$ cat config.mk
export PLATFORM = sky130hd
export DESIGN_NAME = led_chain_driver
export DESIGN_NICKNAME = d
export VERILOG_FILES = /design/src/rtl/led_chain_driver.sv
export SDC_FILE = /design/constraint.sdc
export NUM_CORES = 1
export LEC_CHECK = 0
export BUFFER_PORTS_ARGS = -buffer_cell sky130_fd_sc_hd__buf_2
export CORE_MARGIN = 2
export CORE_UTILIZATION = 44
export DETAILED_ROUTE_END_ITERATION = 10
export PLACE_DENSITY = 0.72
export SLEW_MARGIN = 20
export SYNTH_ARGS = -nofsm -noshare
export SYNTH_HDL_FRONTEND = slang
export SYNTH_SLANG_ARGS = --single-unit
$ cat constraint.sdc
create_clock -name clk -period 3.52 [get_ports clk]
set_input_delay 0.176 -clock clk [delete_from_list [all_inputs] [get_ports clk]]
set_output_delay 0.176 -clock clk [all_outputs]
set_load 0.05 [all_outputs]
$ cat src/rtl/led_chain_driver.sv
// led_chain_driver
//   Drives a chain of NUM_LEDS WS2812B LEDs from a per-LED on/off vector.
//   Each LED is sent ON_COLOR (data bit 1) or OFF_COLOR (data bit 0),
//   24 bits per LED in wire order {G,R,B}, MSB first, LED 0 first.
//   An 80-us (RESET_US) low gap follows every frame to latch the strip.
//
// Ports
//   clk          system clock (CLK_FREQ Hz)
//   rst          asynchronous reset, active-low
//   ready        while high, frames are latched and transmitted continuously
//   data         on/off per LED, bit 0 = first LED in the chain
//   brightness   [7:0] global scale, latched with data (optional, see macro)
//   busy         high from latch until the end of the reset gap
//   data_latched one-cycle pulse on each new snapshot of data
//   led_out      WS2812B serial line (registered)
//
// Build option
//   LED_CHAIN_BRIGHTNESS_EN : adds the brightness port; each colour channel
//                             is sent as (c*(brightness+1))>>8.
module led_chain_driver #(
    parameter int unsigned CLK_FREQ  = 27_000_000,
    parameter int unsigned NUM_LEDS  = 8,
    parameter logic [23:0] ON_COLOR  = 24'h00ff00,
    parameter logic [23:0] OFF_COLOR = 24'h000000,
    parameter int unsigned RESET_US  = 80
) (
    input  logic                clk,
    input  logic                rst,
    input  logic                ready,
    input  logic [NUM_LEDS-1:0] data,
`ifdef LED_CHAIN_BRIGHTNESS_EN
    input  logic [7:0]          brightness,
`endif
    output logic                busy,
    output logic                data_latched,
    output logic                led_out
);

    localparam int unsigned BIT_CYC = CLK_FREQ / 800_000;
    localparam int unsigned T0H     = CLK_FREQ * 2 / 5_000_000;
    localparam int unsigned T1H     = CLK_FREQ * 4 / 5_000_000;
    localparam int unsigned RST_CYC = CLK_FREQ / 1_000_000 * RESET_US;
    localparam int unsigned NBITS   = NUM_LEDS * 24;
    localparam int unsigned CNT_MAX = (BIT_CYC > RST_CYC) ? BIT_CYC : RST_CYC;
    localparam int unsigned CW      = $clog2(CNT_MAX);
    localparam int unsigned BW      = $clog2(NBITS);
    localparam int unsigned LW      = (NUM_LEDS > 1) ? $clog2(NUM_LEDS) : 1;

    localparam logic [CW-1:0] BIT_LAST  = CW'(BIT_CYC - 1);
    localparam logic [CW-1:0] RST_LAST  = CW'(RST_CYC - 1);
    localparam logic [CW-1:0] T0H_C     = CW'(T0H);
    localparam logic [CW-1:0] T1H_C     = CW'(T1H);
    localparam logic [BW-1:0] BIDX_LAST = BW'(NBITS - 1);

    if (T1H >= BIT_CYC || T0H == 0 || NUM_LEDS < 1) begin : g_param_check
        $error("led_chain_driver: invalid CLK_FREQ timing or NUM_LEDS");
    end

    typedef enum logic [1:0] {S_IDLE, S_SEND, S_GAP} state_t;

    state_t              state, state_nxt;
    logic [CW-1:0]       cyc, cyc_nxt;
    logic [BW-1:0]       bit_idx, bit_idx_nxt;
    logic [LW-1:0]       led_idx, led_idx_nxt;
    logic [4:0]          bit_pos, bit_pos_nxt;
    logic [NUM_LEDS-1:0] snapshot, snap_nxt;
    logic                chain, chain_nxt;
    logic                led_nxt, busy_nxt, latched_nxt;
    logic [CW-1:0]       cyc_inc;
    logic [23:0]         on_c, off_c, colour;
    logic                cur_bit;

`ifdef LED_CHAIN_BRIGHTNESS_EN
    logic [7:0] bright_q, bright_nxt;

    function automatic logic [7:0] scale_ch(input logic [7:0] c, input logic [7:0] b);
        logic [15:0] p;
        p = {8'd0, c} * ({8'd0, b} + 16'd1);
        return 8'(p >> 8);
    endfunction

    function automatic logic [23:0] scale_rgb(input logic [23:0] col, input logic [7:0] b);
        return {scale_ch(col[23:16], b), scale_ch(col[15:8], b), scale_ch(col[7:0], b)};
    endfunction

    assign on_c  = scale_rgb(ON_COLOR, bright_q);
    assign off_c = scale_rgb(OFF_COLOR, bright_q);
`else
    assign on_c  = ON_COLOR;
    assign off_c = OFF_COLOR;
`endif

    assign colour  = snapshot[led_idx] ? on_c : off_c;
    assign cur_bit = colour[bit_pos];
    assign cyc_inc = cyc + 1'b1;

    always_ff @(posedge clk or negedge rst) begin
        if (!rst) begin
            state        <= S_IDLE;
            cyc          <= '0;
            bit_idx      <= '0;
            led_idx      <= '0;
            bit_pos      <= '0;
            snapshot     <= '0;
            chain        <= 1'b0;
            busy         <= 1'b0;
            data_latched <= 1'b0;
            led_out      <= 1'b0;
`ifdef LED_CHAIN_BRIGHTNESS_EN
            bright_q     <= '0;
`endif
        end else begin
            state        <= state_nxt;
            cyc          <= cyc_nxt;
            bit_idx      <= bit_idx_nxt;
            led_idx      <= led_idx_nxt;
            bit_pos      <= bit_pos_nxt;
            snapshot     <= snap_nxt;
            chain        <= chain_nxt;
            busy         <= busy_nxt;
            data_latched <= latched_nxt;
            led_out      <= led_nxt;
`ifdef LED_CHAIN_BRIGHTNESS_EN
            bright_q     <= bright_nxt;
`endif
        end
    end

    always_comb begin
        state_nxt   = state;
        cyc_nxt     = cyc;
        bit_idx_nxt = bit_idx;
        led_idx_nxt = led_idx;
        bit_pos_nxt = bit_pos;
        snap_nxt    = snapshot;
        chain_nxt   = 1'b0;
        led_nxt     = 1'b0;
        latched_nxt = 1'b0;
`ifdef LED_CHAIN_BRIGHTNESS_EN
        bright_nxt  = bright_q;
`endif
        case (state)
            S_IDLE: begin
                if (ready) begin
                    snap_nxt    = data;
`ifdef LED_CHAIN_BRIGHTNESS_EN
                    bright_nxt  = brightness;
`endif
                    state_nxt   = S_SEND;
                    cyc_nxt     = '0;
                    bit_idx_nxt = '0;
                    led_idx_nxt = '0;
                    bit_pos_nxt = 5'd23;
                    led_nxt     = 1'b1;
                    latched_nxt = 1'b1;
                end
            end
            S_SEND: begin
                if (cyc == BIT_LAST) begin
                    cyc_nxt = '0;
                    if (bit_idx == BIDX_LAST) begin
                        state_nxt = S_GAP;
                    end else begin
                        bit_idx_nxt = bit_idx + 1'b1;
                        if (bit_pos == 5'd0) begin
                            bit_pos_nxt = 5'd23;
                            led_idx_nxt = led_idx + 1'b1;
                        end else begin
                            bit_pos_nxt = bit_pos - 5'd1;
                        end
                        // every bit starts with its high phase
                        led_nxt = 1'b1;
                    end
                end else begin
                    cyc_nxt = cyc_inc;
                    led_nxt = cur_bit ? (cyc_inc < T1H_C) : (cyc_inc < T0H_C);
                end
            end
            S_GAP: begin
                if (chain) begin
                    // Hold cycle after a back-to-back re-latch: stands in for
                    // the IDLE sample cycle so the latch-to-latch period is
                    // 1 + NBITS*BIT_CYC + RST_CYC without dropping busy.
                    state_nxt   = S_SEND;
                    cyc_nxt     = '0;
                    bit_idx_nxt = '0;
                    led_idx_nxt = '0;
                    bit_pos_nxt = 5'd23;
                    led_nxt     = 1'b1;
                    latched_nxt = 1'b1;
                end else if (cyc == RST_LAST) begin
                    if (ready) begin
                        snap_nxt   = data;
`ifdef LED_CHAIN_BRIGHTNESS_EN
                        bright_nxt = brightness;
`endif
                        chain_nxt  = 1'b1;
                    end else begin
                        state_nxt = S_IDLE;
                    end
                end else begin
                    cyc_nxt = cyc_inc;
                end
            end
            default: state_nxt = S_IDLE;
        endcase
        busy_nxt = (state_nxt != S_IDLE);
    end

endmodule

## After elaboration in Yosys (flattened, before gate mapping)

Cells that the tools add are included.

| storage, ports and cells | value |
|---|---|
| flip-flop bits (word level) | 42 |
| input bits | 11 |
| output and inout bits | 3 |
| word-level logic and storage cells | 88 |

| cells by class | value |
|---|---|
| add/sub/neg operators | 4 |
| magnitude comparators | 4 |
| equal/unequal tests | 13 |
| multiplexer cells | 48 |
| reduce and logical (&&, ||, !) cells | 9 |

Operator list:

| operator | number |
|---|---|
| 8-bit 2-to-1 mux | 7 |
| 12-bit 2-to-1 mux | 4 |
| 12-bit case mux with 3 select lines | 1 |
| 5-bit 2-to-1 mux | 5 |
| 8-bit case mux with 3 select lines | 1 |
| 16-bit 2-to-1 mux | 1 |
| 8-bit case mux with 2 select lines | 1 |
| 3-bit 2-to-1 mux | 5 |
| 5-bit case mux with 3 select lines | 1 |
| 2-bit != test (second input constant) | 7 |
| 12-bit by 1-bit adder with 12-bit output (second input constant) | 1 |
| 12-bit == test (second input constant) | 1 |
| 12-bit by 6-bit == test with 1-bit output (second input constant) | 1 |
| 12-bit by 4-bit < comparator with 1-bit output (second input constant) | 1 |
| 12-bit by 5-bit < comparator with 1-bit output (second input constant) | 1 |
| 2-bit 2-to-1 mux | 6 |
| 1-bit 2-to-1 mux | 10 |
| 3-bit case mux with 3 select lines | 1 |
| 8-bit by 1-bit adder with 8-bit output (second input constant) | 1 |
| 8-bit == test (second input constant) | 1 |
| 5-bit by 6-bit < comparator with 1-bit output (second input constant) | 1 |
| 2-bit case mux with 3 select lines | 1 |
| 3-bit AND reduction | 2 |
| 6-bit AND reduction | 1 |
| 15 further kinds | 16 |

## Longest topological paths before layout

Gate-level depths: netlist of the first run.

| logic depth | value |
|---|---|
| depth in word-level cells | 8 |
| mapped depth | 9 |
| gate-level depth less buffers | 7 |

## Worst setup path before layout of the first run

No wires, ideal clock.

| timing path | value |
|---|---|
| kind | flip-flop to flip-flop |
| start | reg state[0] |
| end | reg cyc[9] |
| setup time | 0.082 ns |
| arrival | 2.492 ns |
| required time | 3.438 ns |
| setup slack | 0.946 ns |
| cell stages (with the launch flop) | 10 |
| clock period less this slack | 2.574 ns |
| cells stage by stage | dfrtp_1 inv_1 ha_1 nor2b_1 or2_2 a2111oi_0 clkbuf_1 buf_2 a21oi_1 a31oi_1 |

| between the ends | value |
|---|---|
| longest elaborated chain between the ends | 3 |
| elaborated cells on any way between the ends | 8 |
| classes of those cells | 4 x eq/ne; 1 x mux; 3 x reduce/logical |

RTL lines:

| item | RTL line | source |
|---|---|---|
| start: declaration | 61 | `state_t state, state_nxt;` |
| start signal: assignment | 113 | `state <= state_nxt;` |
| 2-bit == test, or another cell as far along | 142 | `case (state)` |
| 3-bit != test (no source line), or another cell as far along | -- |  |
| 3-bit AND reduction (no source line) | -- |  |
| end signal: assignment | 114 | `cyc <= cyc_nxt;` |
| end: declaration | 62 | `logic [CW-1:0] cyc, cyc_nxt;` |

Parallel ways exist; a longest one is shown, timed or not.
A chain may end at the register's enable or synchronous reset.

## Worst setup path after layout of the first run

| timing path | value |
|---|---|
| start | reg cyc[0] |
| end | reg bit_idx[4] |

| between the ends | value |
|---|---|
| longest elaborated chain between the ends | 3 |

RTL lines:

| item | RTL line | source |
|---|---|---|
| 12-bit by 6-bit == test with 1-bit output | 159 | `if (cyc == BIT_LAST) begin` |
| 2-bit != test (no source line) | -- |  |
| 5-bit AND reduction (no source line) | -- |  |
| end signal: assignment | 115 | `bit_idx <= bit_idx_nxt;` |
| end: declaration | 63 | `logic [BW-1:0] bit_idx, bit_idx_nxt;` |

Every way passes these cells.

==> results of run 1 <==
## worst reg2reg max path: stages, from the launching register on
cell                      delay, ps
sky130_fd_sc_hd__dfrtp_1        450
sky130_fd_sc_hd__inv_1          110
sky130_fd_sc_hd__ha_1           150
sky130_fd_sc_hd__or4b_1         470
sky130_fd_sc_hd__or4_4          440
sky130_fd_sc_hd__o21a_1         400
sky130_fd_sc_hd__or4_1          550
sky130_fd_sc_hd__a21oi_1        160
## power by group through the flow
stage / clock network [mW] / logic (mW) / registers [mW]
3_5_place_dp: 0 / 0.732 / 0.733
5_1_grt: 0.364 / 0.826 / 0.747
2_1_floorplan: 0 / 0.550 / 0.740
3_3_place_gp: 0 / 0.713 / 0.726
4_1_cts: 0.344 / 0.739 / 0.724
6_report: 0.329 / 0.737 / 0.725
## worst max-delay path by stage
stage                              end  slack [ps]  cells past startpoint
2_1_floorplan       cyc[9]$_DFFE_PN0P_         950                      9
3_3_place_gp    led_idx[2]$_DFFE_PN0P_         820                      7
3_5_place_dp    bit_idx[4]$_DFFE_PN0P_         700                      7
4_1_cts         bit_idx[4]$_DFFE_PN0P_         710                      7
5_1_grt        snapshot[0]$_DFFE_PN0P_         470                      5
6_report        bit_idx[4]$_DFFE_PN0P_         720                      7
## sequential cells by signal, summed over array words and instances, names as in the netlist
signal	count
cyc	12
led_out	1
data_latched	1
busy	1
bit_idx	8
led_idx	3
state	2
bit_pos	5
chain	1
snapshot	8
## routing by layer
| layer | share of wire | up-vias |
|---|---|---|
| met5 | 0 | - |
| met4 | 0.0083 | 0 |
| met3 | 0.047 | 4 |
| met2 | 0.47 | 57 |
| met1 | 0.48 | 1058 |
| li1 | - | 1074 |
## stage by stage
stage	util	power (mW)	hold slack, ps	setup slack [ps]	std cells
3_3_place_gp	0.467	1.44	375	817	358
2_1_floorplan	-	1.29	-120	946	284
4_1_cts	0.483	1.81	55.3	708	366
6_report	0.483	1.79	13.9	719	366
5_1_grt	0.483	1.94	90.3	467	366
3_5_place_dp	0.467	1.47	383	699	358
## cell type report
type,count,share of cell area
Clock inverter,2,0.00445
Multi-Input combinational cell,212,0.510
Clock buffer,6,0.0294
Inverter,13,0.0174
Tap cell,75,0.0334
Sequential cell,42,0.374
Timing Repair Buffer,16,0.0312
## kinds of logic after synthesis
family                     synth area share
and+or+nand+nor                       0.234
AOI/OAI and AO/OA                     0.190
DFF                                   0.402
buffers and inverters                0.0503
muxes                                0.0666
adders and majority gates            0.0527
xor gates and xnor gates            0.00335
## cells in the final DEF (no fill, tap or decap), types with 7 or more instances in the layout
cell type,n
sky130_fd_sc_hd__o21ai_0,10
sky130_fd_sc_hd__a21oi_1,19
sky130_fd_sc_hd__nand2b_1,7
sky130_fd_sc_hd__ha_1,11
sky130_fd_sc_hd__buf_2,13
sky130_fd_sc_hd__inv_1,13
sky130_fd_sc_hd__nor2_1,18
sky130_fd_sc_hd__a31oi_1,11
sky130_fd_sc_hd__dfrtp_1,42
sky130_fd_sc_hd__nor3_1,7
sky130_fd_sc_hd__nand3_1,11
sky130_fd_sc_hd__mux2_2,9
sky130_fd_sc_hd__nand2_1,21
==> impl_metrics.prom, run 1 <==
# TYPE chip_impl_metric gauge
chip_impl_metric{name="multi_input_area",unit="um^2"} 1440
chip_impl_metric{name="clock_insertion_delay_worst_skew",unit="ps"} 300
chip_impl_metric{name="timing.critical_path.required",unit="ps"} 3750
chip_impl_metric{name="finish.instance_area",unit="um^2"} 2810
chip_impl_metric{name="fp.dieW",unit="um"} 81.0
chip_impl_metric{name="grt.met1_usage",unit=""} 0.261
chip_impl_metric{name="finalSetupViolations",unit=""} 0
chip_impl_info{name="critPathCaptureType",value="flip-flop"} 1
chip_impl_metric{name="grt_met2_use",unit=""} 0.259
chip_impl_metric{name="detail-route-antenna-nets",unit=""} 0
chip_impl_metric{name="ys.warnings.count",unit=""} 0
chip_impl_metric{name="core_box_area",unit="um^2"} 5820
chip_impl_metric{name="placed_cell_area",unit="um^2"} 2720
chip_impl_info{name="crit_type",value="reg2reg"} 1
chip_impl_metric{name="grt_max_degree",unit=""} 43
chip_impl_metric{name="global_route_congestion_overflow_total",unit=""} 0
chip_impl_metric{name="postSynthAreaPerCell",unit="um^2"} 9.19
chip_impl_metric{name="globalRouteTotalUtil",unit=""} 0.179
chip_impl_metric{name="synthArstFlopShare",unit=""} 1.00
chip_impl_info{name="crit_start",value="cyc[0]$_DFFE_PN0P_"} 1
chip_impl_metric{name="netlist-cell-type-count",unit=""} 54
chip_impl_metric{name="cts.htree.levels",unit=""} 2
chip_impl_info{name="critical-path-slowest-cell",value="sky130_fd_sc_hd__or4_1"} 1
chip_impl_metric{name="drt_first_pass_iters",unit=""} 4
chip_impl_metric{name="combinational_power_share",unit=""} 0.412
chip_impl_info{name="synth.top_cells.by_count",value="sky130_fd_sc_hd__dfrtp_1, sky130_fd_sc_hd__nand2_1, sky130_fd_sc_hd__a21oi_1"} 1
chip_impl_metric{name="vdd_ir_drop_max",unit="uV"} 361
chip_impl_metric{name="cts_buffer_depth",unit=""} 2
chip_impl_info{name="synth_most_common_cell",value="sky130_fd_sc_hd__dfrtp_1"} 1
chip_impl_metric{name="worst_pin_slew",unit="ps"} 943
chip_impl_metric{name="switching_power",unit="mW"} 0.739
chip_impl_metric{name="netSwitchingFraction",unit=""} 0.413
chip_impl_metric{name="cts.clk_slew.worst_paths",unit="ps"} 90
chip_impl_metric{name="path_buf_inv",unit=""} 1
chip_impl_metric{name="synthDominantCellAreaShare",unit=""} 0.402
chip_impl_metric{name="maxClockFrequency",unit="MHz"} 357
chip_impl_metric{name="routed_wirelength",unit="um"} 5430
chip_impl_metric{name="clkPwrFrac",unit=""} 0.184
chip_impl_metric{name="boundaryPins",unit=""} 14
chip_impl_metric{name="timing.final.hold_violations",unit=""} 0
chip_impl_metric{name="yosys_register_bits",unit=""} 42
chip_impl_metric{name="finish.net_count",unit=""} 312
chip_impl_info{name="ys_dominant_reg_cell",value="sky130_fd_sc_hd__dfrtp_1"} 1
chip_impl_info{name="setup.worst_path.start_class",value="flip-flop"} 1
chip_impl_metric{name="port-buffer-count",unit=""} 13
chip_impl_metric{name="number_of_enable_type_register_cells_in_the_synthesized_netlist",unit=""} 0
chip_impl_metric{name="antenna_cells",unit=""} 0
chip_impl_metric{name="p_int",unit="mW"} 1.05
chip_impl_info{name="r2r-start",value="cyc[0]$_DFFE_PN0P_"} 1
chip_impl_metric{name="cp_data_arrival_time",unit="ps"} 3030
chip_impl_metric{name="grtUsageMet3",unit=""} 0.0400
chip_impl_metric{name="min_period_over_period",unit=""} 0.796
chip_impl_metric{name="die-height",unit="um"} 81.0
chip_impl_metric{name="syn-cell-area",unit="um^2"} 2610
chip_impl_metric{name="numCtsBuffers",unit=""} 5
chip_impl_metric{name="antenna_found_initial",unit=""} 0
chip_impl_metric{name="post_cts_sizing",unit=""} 0
chip_impl_metric{name="detailed_place_hpwl",unit="um"} 3750
chip_impl_metric{name="reg2reg_setup_slack",unit="ps"} 720
chip_impl_metric{name="critPathMaxStageDelay",unit="ps"} 540
chip_impl_metric{name="gp_congestion",unit=""} 0.889
chip_impl_metric{name="ff2ff_path_depth",unit=""} 7
chip_impl_metric{name="postSynthNetCount",unit=""} 306
chip_impl_metric{name="vias_post_dr",unit=""} 2193
chip_impl_metric{name="timing.clock.skew",unit="ps"} 8.60
chip_impl_info{name="global_route.peak_usage_layer",value="met1"} 1
chip_impl_info{name="reg2reg_to",value="bit_idx[4]$_DFFE_PN0P_"} 1
chip_impl_metric{name="core.rowCount",unit=""} 28
chip_impl_info{name="status",value="finished, final reports clean"} 1
chip_impl_info{name="holdCritPathClass",value="in2async"} 1
chip_impl_metric{name="fillCellCount",unit=""} 585
chip_impl_metric{name="totalNegativeSetupSlack",unit="ps"} 0
chip_impl_metric{name="starting_drc_count_in_detailed_routing",unit=""} 133
chip_impl_metric{name="layout-drive-gt1-share",unit=""} 0.141
chip_impl_metric{name="leakagePower",unit="nW"} 1.23
chip_impl_info{name="synth_top_cell_by_area",value="sky130_fd_sc_hd__dfrtp_1"} 1
chip_impl_metric{name="via_per_inst",unit=""} 5.99
chip_impl_info{name="cp_top_family",value="simple AND/OR/NAND/NOR gates"} 1
chip_impl_metric{name="timing.max_cap.violations",unit=""} 0
chip_impl_metric{name="sequentialPowerShare",unit=""} 0.405
chip_impl_metric{name="detailed_route_wire_length_per_cell",unit="um"} 14.8
chip_impl_metric{name="drc",unit=""} 0
chip_impl_info{name="timing.critical_path.cells",value="inv_1 > ha_1 > or4b_1 > or4_4 > o21a_1 > or4_1 > a21oi_1"} 1
chip_impl_metric{name="finalCriticalPeriod",unit="ps"} 2800
chip_impl_info{name="cts_tree",value="yes"} 1
chip_impl_metric{name="cts_setup_buffers",unit=""} 0
chip_impl_metric{name="synth-seq-area-share",unit=""} 0.402
chip_impl_info{name="yosys-top-cells-area",value="sky130_fd_sc_hd__dfrtp_1, sky130_fd_sc_hd__ha_1, sky130_fd_sc_hd__mux2_2, sky130_fd_sc_hd__a21oi_1, sky130_fd_sc_hd__nand2_1"} 1
chip_impl_info{name="rsz0062_at_grt",value="no"} 1
chip_impl_info{name="clk_root_buffer_cell",value="sky130_fd_sc_hd__clkbuf_8"} 1
chip_impl_metric{name="cts-hold-fix-buffers",unit=""} 0
chip_impl_metric{name="postSynthCellCount",unit=""} 284
chip_impl_metric{name="first_pass_grt_wire_length",unit="um"} 9080
chip_impl_metric{name="cell_area_power_density",unit="nW/um^2"} 637
chip_impl_metric{name="drv_slew",unit=""} 0
chip_impl_metric{name="dieArea",unit="um^2"} 6570
chip_impl_metric{name="first_global_vias",unit=""} 1858
chip_impl_metric{name="ff_latch_area",unit="um^2"} 1050
chip_impl_metric{name="timing.max_slew.rel_slack",unit=""} 0.371
chip_impl_metric{name="clock_sink_count",unit=""} 42
chip_impl_metric{name="initial_core_util",unit=""} 0.449
chip_impl_metric{name="critical_path_peak_fanout",unit=""} 19
chip_impl_metric{name="flow.area_growth_from_synthesis",unit="%"} 7.67
Note: power is estimated with default switching activity, not from simulation.
==> run 2, diff against run 1 <==
ABC_AREA = 1   (was not set)
clock period = 2.6 ns   (was 3.52 ns; I/O delays follow)
==> run 2 against run 1 <==
The run now ends with negative hold slack left. Clock-buffer cell count unchanged. Design area shrank 1.1%. Flip-flop and latch count unchanged. Global-route usage shrank 0.72 points. Sequential power rose by 31%. Sequential share of layout area grew 0.40 points. Critical path depth is 4 higher. Fmax is 35% higher. Setup slack worse by 190 ps. Largest power group is now sequential cells. Highest routed layer unchanged.
==> impl_metrics.prom, run 2 <==
# TYPE chip_impl_metric gauge
chip_impl_metric{name="number_of_flip_flops_in_the_largest_register",unit=""} 12
chip_impl_metric{name="fillCellCount",unit=""} 555
chip_impl_info{name="largest_register_by_flop_count",value="cyc"} 1
chip_impl_metric{name="fp.dieW",unit="um"} 80.7
chip_impl_metric{name="detailed_place_hpwl",unit="um"} 3540
chip_impl_info{name="r2r-start",value="state[1]$_DFF_PN0_"} 1
chip_impl_metric{name="boundaryPins",unit=""} 14
chip_impl_metric{name="synth-seq-area-share",unit=""} 0.406
chip_impl_metric{name="worst_pin_slew",unit="ps"} 913
chip_impl_metric{name="flow.area_growth_from_synthesis",unit="%"} 7.44
chip_impl_metric{name="routed_wirelength",unit="um"} 4800
chip_impl_metric{name="cp_data_arrival_time",unit="ps"} 2250
chip_impl_metric{name="grt_max_degree",unit=""} 43
chip_impl_info{name="critPathCaptureType",value="flip-flop"} 1
chip_impl_metric{name="syn-cell-area",unit="um^2"} 2590
chip_impl_metric{name="finish.net_count",unit=""} 377
chip_impl_metric{name="leakagePower",unit="nW"} 1.38
chip_impl_metric{name="drv_slew",unit=""} 0
chip_impl_metric{name="postSynthAreaPerCell",unit="um^2"} 7.61
chip_impl_info{name="biggestRegsByFlops",value="cyc: 12 flops, bit_idx: 8 flops, snapshot: 8 flops"} 1
chip_impl_metric{name="cts_buffer_depth",unit=""} 2
chip_impl_metric{name="timing.max_cap.violations",unit=""} 0
chip_impl_metric{name="antenna_cells",unit=""} 0
chip_impl_info{name="rsz0062_at_grt",value="no"} 1
chip_impl_info{name="holdCritPathClass",value="in2async"} 1
chip_impl_metric{name="postSynthCellCount",unit=""} 340
chip_impl_metric{name="dieArea",unit="um^2"} 6510
chip_impl_metric{name="core.rowCount",unit=""} 27
chip_impl_metric{name="drc",unit=""} 0
chip_impl_metric{name="path_buf_inv",unit=""} 4
chip_impl_metric{name="timing.final.hold_violations",unit=""} 42
chip_impl_info{name="final_common_cell",value="sky130_fd_sc_hd__nand2_1"} 1
chip_impl_metric{name="finalSetupViolations",unit=""} 0
chip_impl_metric{name="timing.clock.skew",unit="ps"} 8.71
chip_impl_metric{name="detailed_route_wire_length_per_cell",unit="um"} 11.3
chip_impl_metric{name="finalCriticalPeriod",unit="ps"} 2070
chip_impl_metric{name="yosys_register_bits",unit=""} 42
chip_impl_metric{name="globalRouteTotalUtil",unit=""} 0.172
chip_impl_metric{name="post_cts_sizing",unit=""} 0
chip_impl_metric{name="postSynthNetCount",unit=""} 362
chip_impl_info{name="ys_dominant_reg_cell",value="sky130_fd_sc_hd__dfrtp_1"} 1
chip_impl_metric{name="vdd_ir_drop_max",unit="uV"} 395
chip_impl_info{name="synth_top_cell_by_area",value="sky130_fd_sc_hd__dfrtp_1"} 1
chip_impl_metric{name="ys.warnings.count",unit=""} 0
chip_impl_metric{name="post-route-util",unit=""} 0.496
chip_impl_metric{name="timing.critical_path.required",unit="ps"} 2780
chip_impl_metric{name="die-height",unit="um"} 80.7
chip_impl_metric{name="number_of_enable_type_register_cells_in_the_synthesized_netlist",unit=""} 0
chip_impl_metric{name="total_chip_power",unit="mW"} 2.30
chip_impl_info{name="mostFrequentLayoutCells",value="sky130_fd_sc_hd__nand2_1, sky130_fd_sc_hd__inv_1, sky130_fd_sc_hd__dfrtp_1"} 1
chip_impl_metric{name="totalNegativeSetupSlack",unit="ps"} 0
chip_impl_metric{name="cts.clk_slew.worst_paths",unit="ps"} 80
chip_impl_metric{name="global_route_congestion_overflow_total",unit=""} 0
chip_impl_metric{name="clock_insertion_delay_worst_skew",unit="ps"} 290
chip_impl_metric{name="via_per_inst",unit=""} 5.11
chip_impl_metric{name="core_box_area",unit="um^2"} 5610
chip_impl_metric{name="timing.max_slew.rel_slack",unit=""} 0.391
chip_impl_metric{name="cts.htree.levels",unit=""} 2
chip_impl_metric{name="cts_setup_buffers",unit=""} 0
chip_impl_metric{name="min_period_over_period",unit=""} 0.796
chip_impl_metric{name="port-buffer-count",unit=""} 13
chip_impl_metric{name="cts-hold-fix-buffers",unit=""} 0
chip_impl_metric{name="cell_area_power_density",unit="nW/um^2"} 826
chip_impl_metric{name="critPathMaxStageDelay",unit="ps"} 410
chip_impl_info{name="cts_tree",value="yes"} 1
chip_impl_info{name="status",value="finished with violations"} 1
chip_impl_info{name="setup.worst_path.start_class",value="flip-flop"} 1
chip_impl_info{name="crit_start",value="state[1]$_DFF_PN0_"} 1
chip_impl_info{name="crit_type",value="reg2reg"} 1
chip_impl_metric{name="numCtsBuffers",unit=""} 5
chip_impl_info{name="cp_top_family",value="buffers and inverters"} 1
chip_impl_metric{name="detail-route-antenna-nets",unit=""} 0
chip_impl_metric{name="drt_first_pass_iters",unit=""} 4
chip_impl_metric{name="placed_cell_area",unit="um^2"} 2700
chip_impl_metric{name="initial_core_util",unit=""} 0.462
chip_impl_metric{name="layout-drive-gt1-share",unit=""} 0.133
chip_impl_info{name="critical-path-slowest-cell",value="sky130_fd_sc_hd__dfrtp_1"} 1
chip_impl_metric{name="critical_path_peak_fanout",unit=""} 16
chip_impl_info{name="synth.top_cells.by_count",value="sky130_fd_sc_hd__nand2_1, sky130_fd_sc_hd__inv_1, sky130_fd_sc_hd__dfrtp_1"} 1
chip_impl_metric{name="netlist-cell-type-count",unit=""} 32
chip_impl_info{name="failed_checks",value="negative hold slack"} 1
chip_impl_metric{name="antenna_found_initial",unit=""} 0
chip_impl_info{name="yosys-top-cells-area",value="sky130_fd_sc_hd__dfrtp_1, sky130_fd_sc_hd__nand2_1, sky130_fd_sc_hd__inv_1, sky130_fd_sc_hd__nand3_1, sky130_fd_sc_hd__ha_1"} 1
chip_impl_metric{name="finish.instance_area",unit="um^2"} 2780
chip_impl_metric{name="synthArstFlopShare",unit=""} 1.00
chip_impl_metric{name="synthDominantCellAreaShare",unit=""} 0.406
chip_impl_metric{name="starting_drc_count_in_detailed_routing",unit=""} 151
chip_impl_metric{name="first_pass_grt_wire_length",unit="um"} 8730
chip_impl_info{name="clk_root_buffer_cell",value="sky130_fd_sc_hd__clkbuf_8"} 1
chip_impl_metric{name="vias_post_dr",unit=""} 2175
chip_impl_info{name="synth_most_common_cell",value="sky130_fd_sc_hd__nand2_1"} 1
chip_impl_info{name="timing.critical_path.cells",value="inv_1 > ha_1 > buf_4 > inv_1 > o21bai_2 > nor2_4 > nand2_4 > inv_4 > nand2_1 > nand2_1 > nand3_1"} 1
chip_impl_metric{name="gp_congestion",unit=""} 0.951
chip_impl_metric{name="holdWs",unit="ps"} -38.3
chip_impl_metric{name="first_global_vias",unit=""} 2012
chip_impl_metric{name="clock_sink_count",unit=""} 42
chip_impl_metric{name="maxClockFrequency",unit="MHz"} 483
-- run 2: power by group --
part / switching [mW] / leakage, nW / total (mW) / internal (mW)
clock: 0.212 / 0.0431 / 0.417 / 0.205
combinational: 0.617 / 0.787 / 0.928 / 0.310
sequential: 0.131 / 0.548 / 0.953 / 0.822
-- run 2: worst paths after layout --
path | endpoint | slack, ps | cells past startpoint
setup / recovery | bit_pos[2]$_DFFE_PN0P_ | 530 | 11
hold / removal | cyc[5]$_DFFE_PN0P_ | -40 | 1
setup reg to reg | bit_pos[2]$_DFFE_PN0P_ | 530 | 11
hold reg to reg | snapshot[4]$_DFFE_PN0P_ | 490 | 2
max in group asynchronous | led_idx[2]$_DFFE_PN0P_ | 2060 | 1
min in group clk | snapshot[7]$_DFFE_PN0P_ | 70 | 3
-- run 2: logic make-up (layout without fill, tap and decap cells) --
logic type                 after synthesis  count (layout)  share of synthesized area
buffers and inverters                   57              71                     0.0952
and+or+nand+nor                        178             178                      0.313
AOI/OAI and AO/OA                       45              45                      0.109
DFF                                     42              42                      0.406
xor gates and xnor gates                 7               7                     0.0237
adders and majority gates               11              11                     0.0532
-- run 2: area by class of cell --
class | instances | area (um^2) | share of cell area
clock buffers | 6 | 82.6 | 0.0297
multi-input cells | 241 | 1290 | 0.464
inverters | 51 | 194 | 0.0697
well taps | 72 | 90.1 | 0.0324
repair buffers | 14 | 72.6 | 0.0261
flip-flops and latches | 42 | 1050 | 0.378
-- run 2: routing by layer --
layer,vias to the layer above,GRT usage,share of wire
li1,1117,-,-
met1,989,0.235,0.49
met2,63,0.262,0.43
met3,6,0.0449,0.066
met4,0,0.0627,0.013
met5,-,0,0
-- run 2: metrics by stage --
| step | setup WS [ps] | std cells | hold WS, ps |
|---|---|---|---|
| 2_1_floorplan | 824 | 340 | -166 |
| 5_1_grt | 323 | 426 | 51.4 |
| 3_5_place_dp | 538 | 420 | 328 |
| 6_report | 531 | 426 | -38.3 |
| 3_3_place_gp | 555 | 420 | 326 |
| 4_1_cts | 525 | 426 | 6.13 |
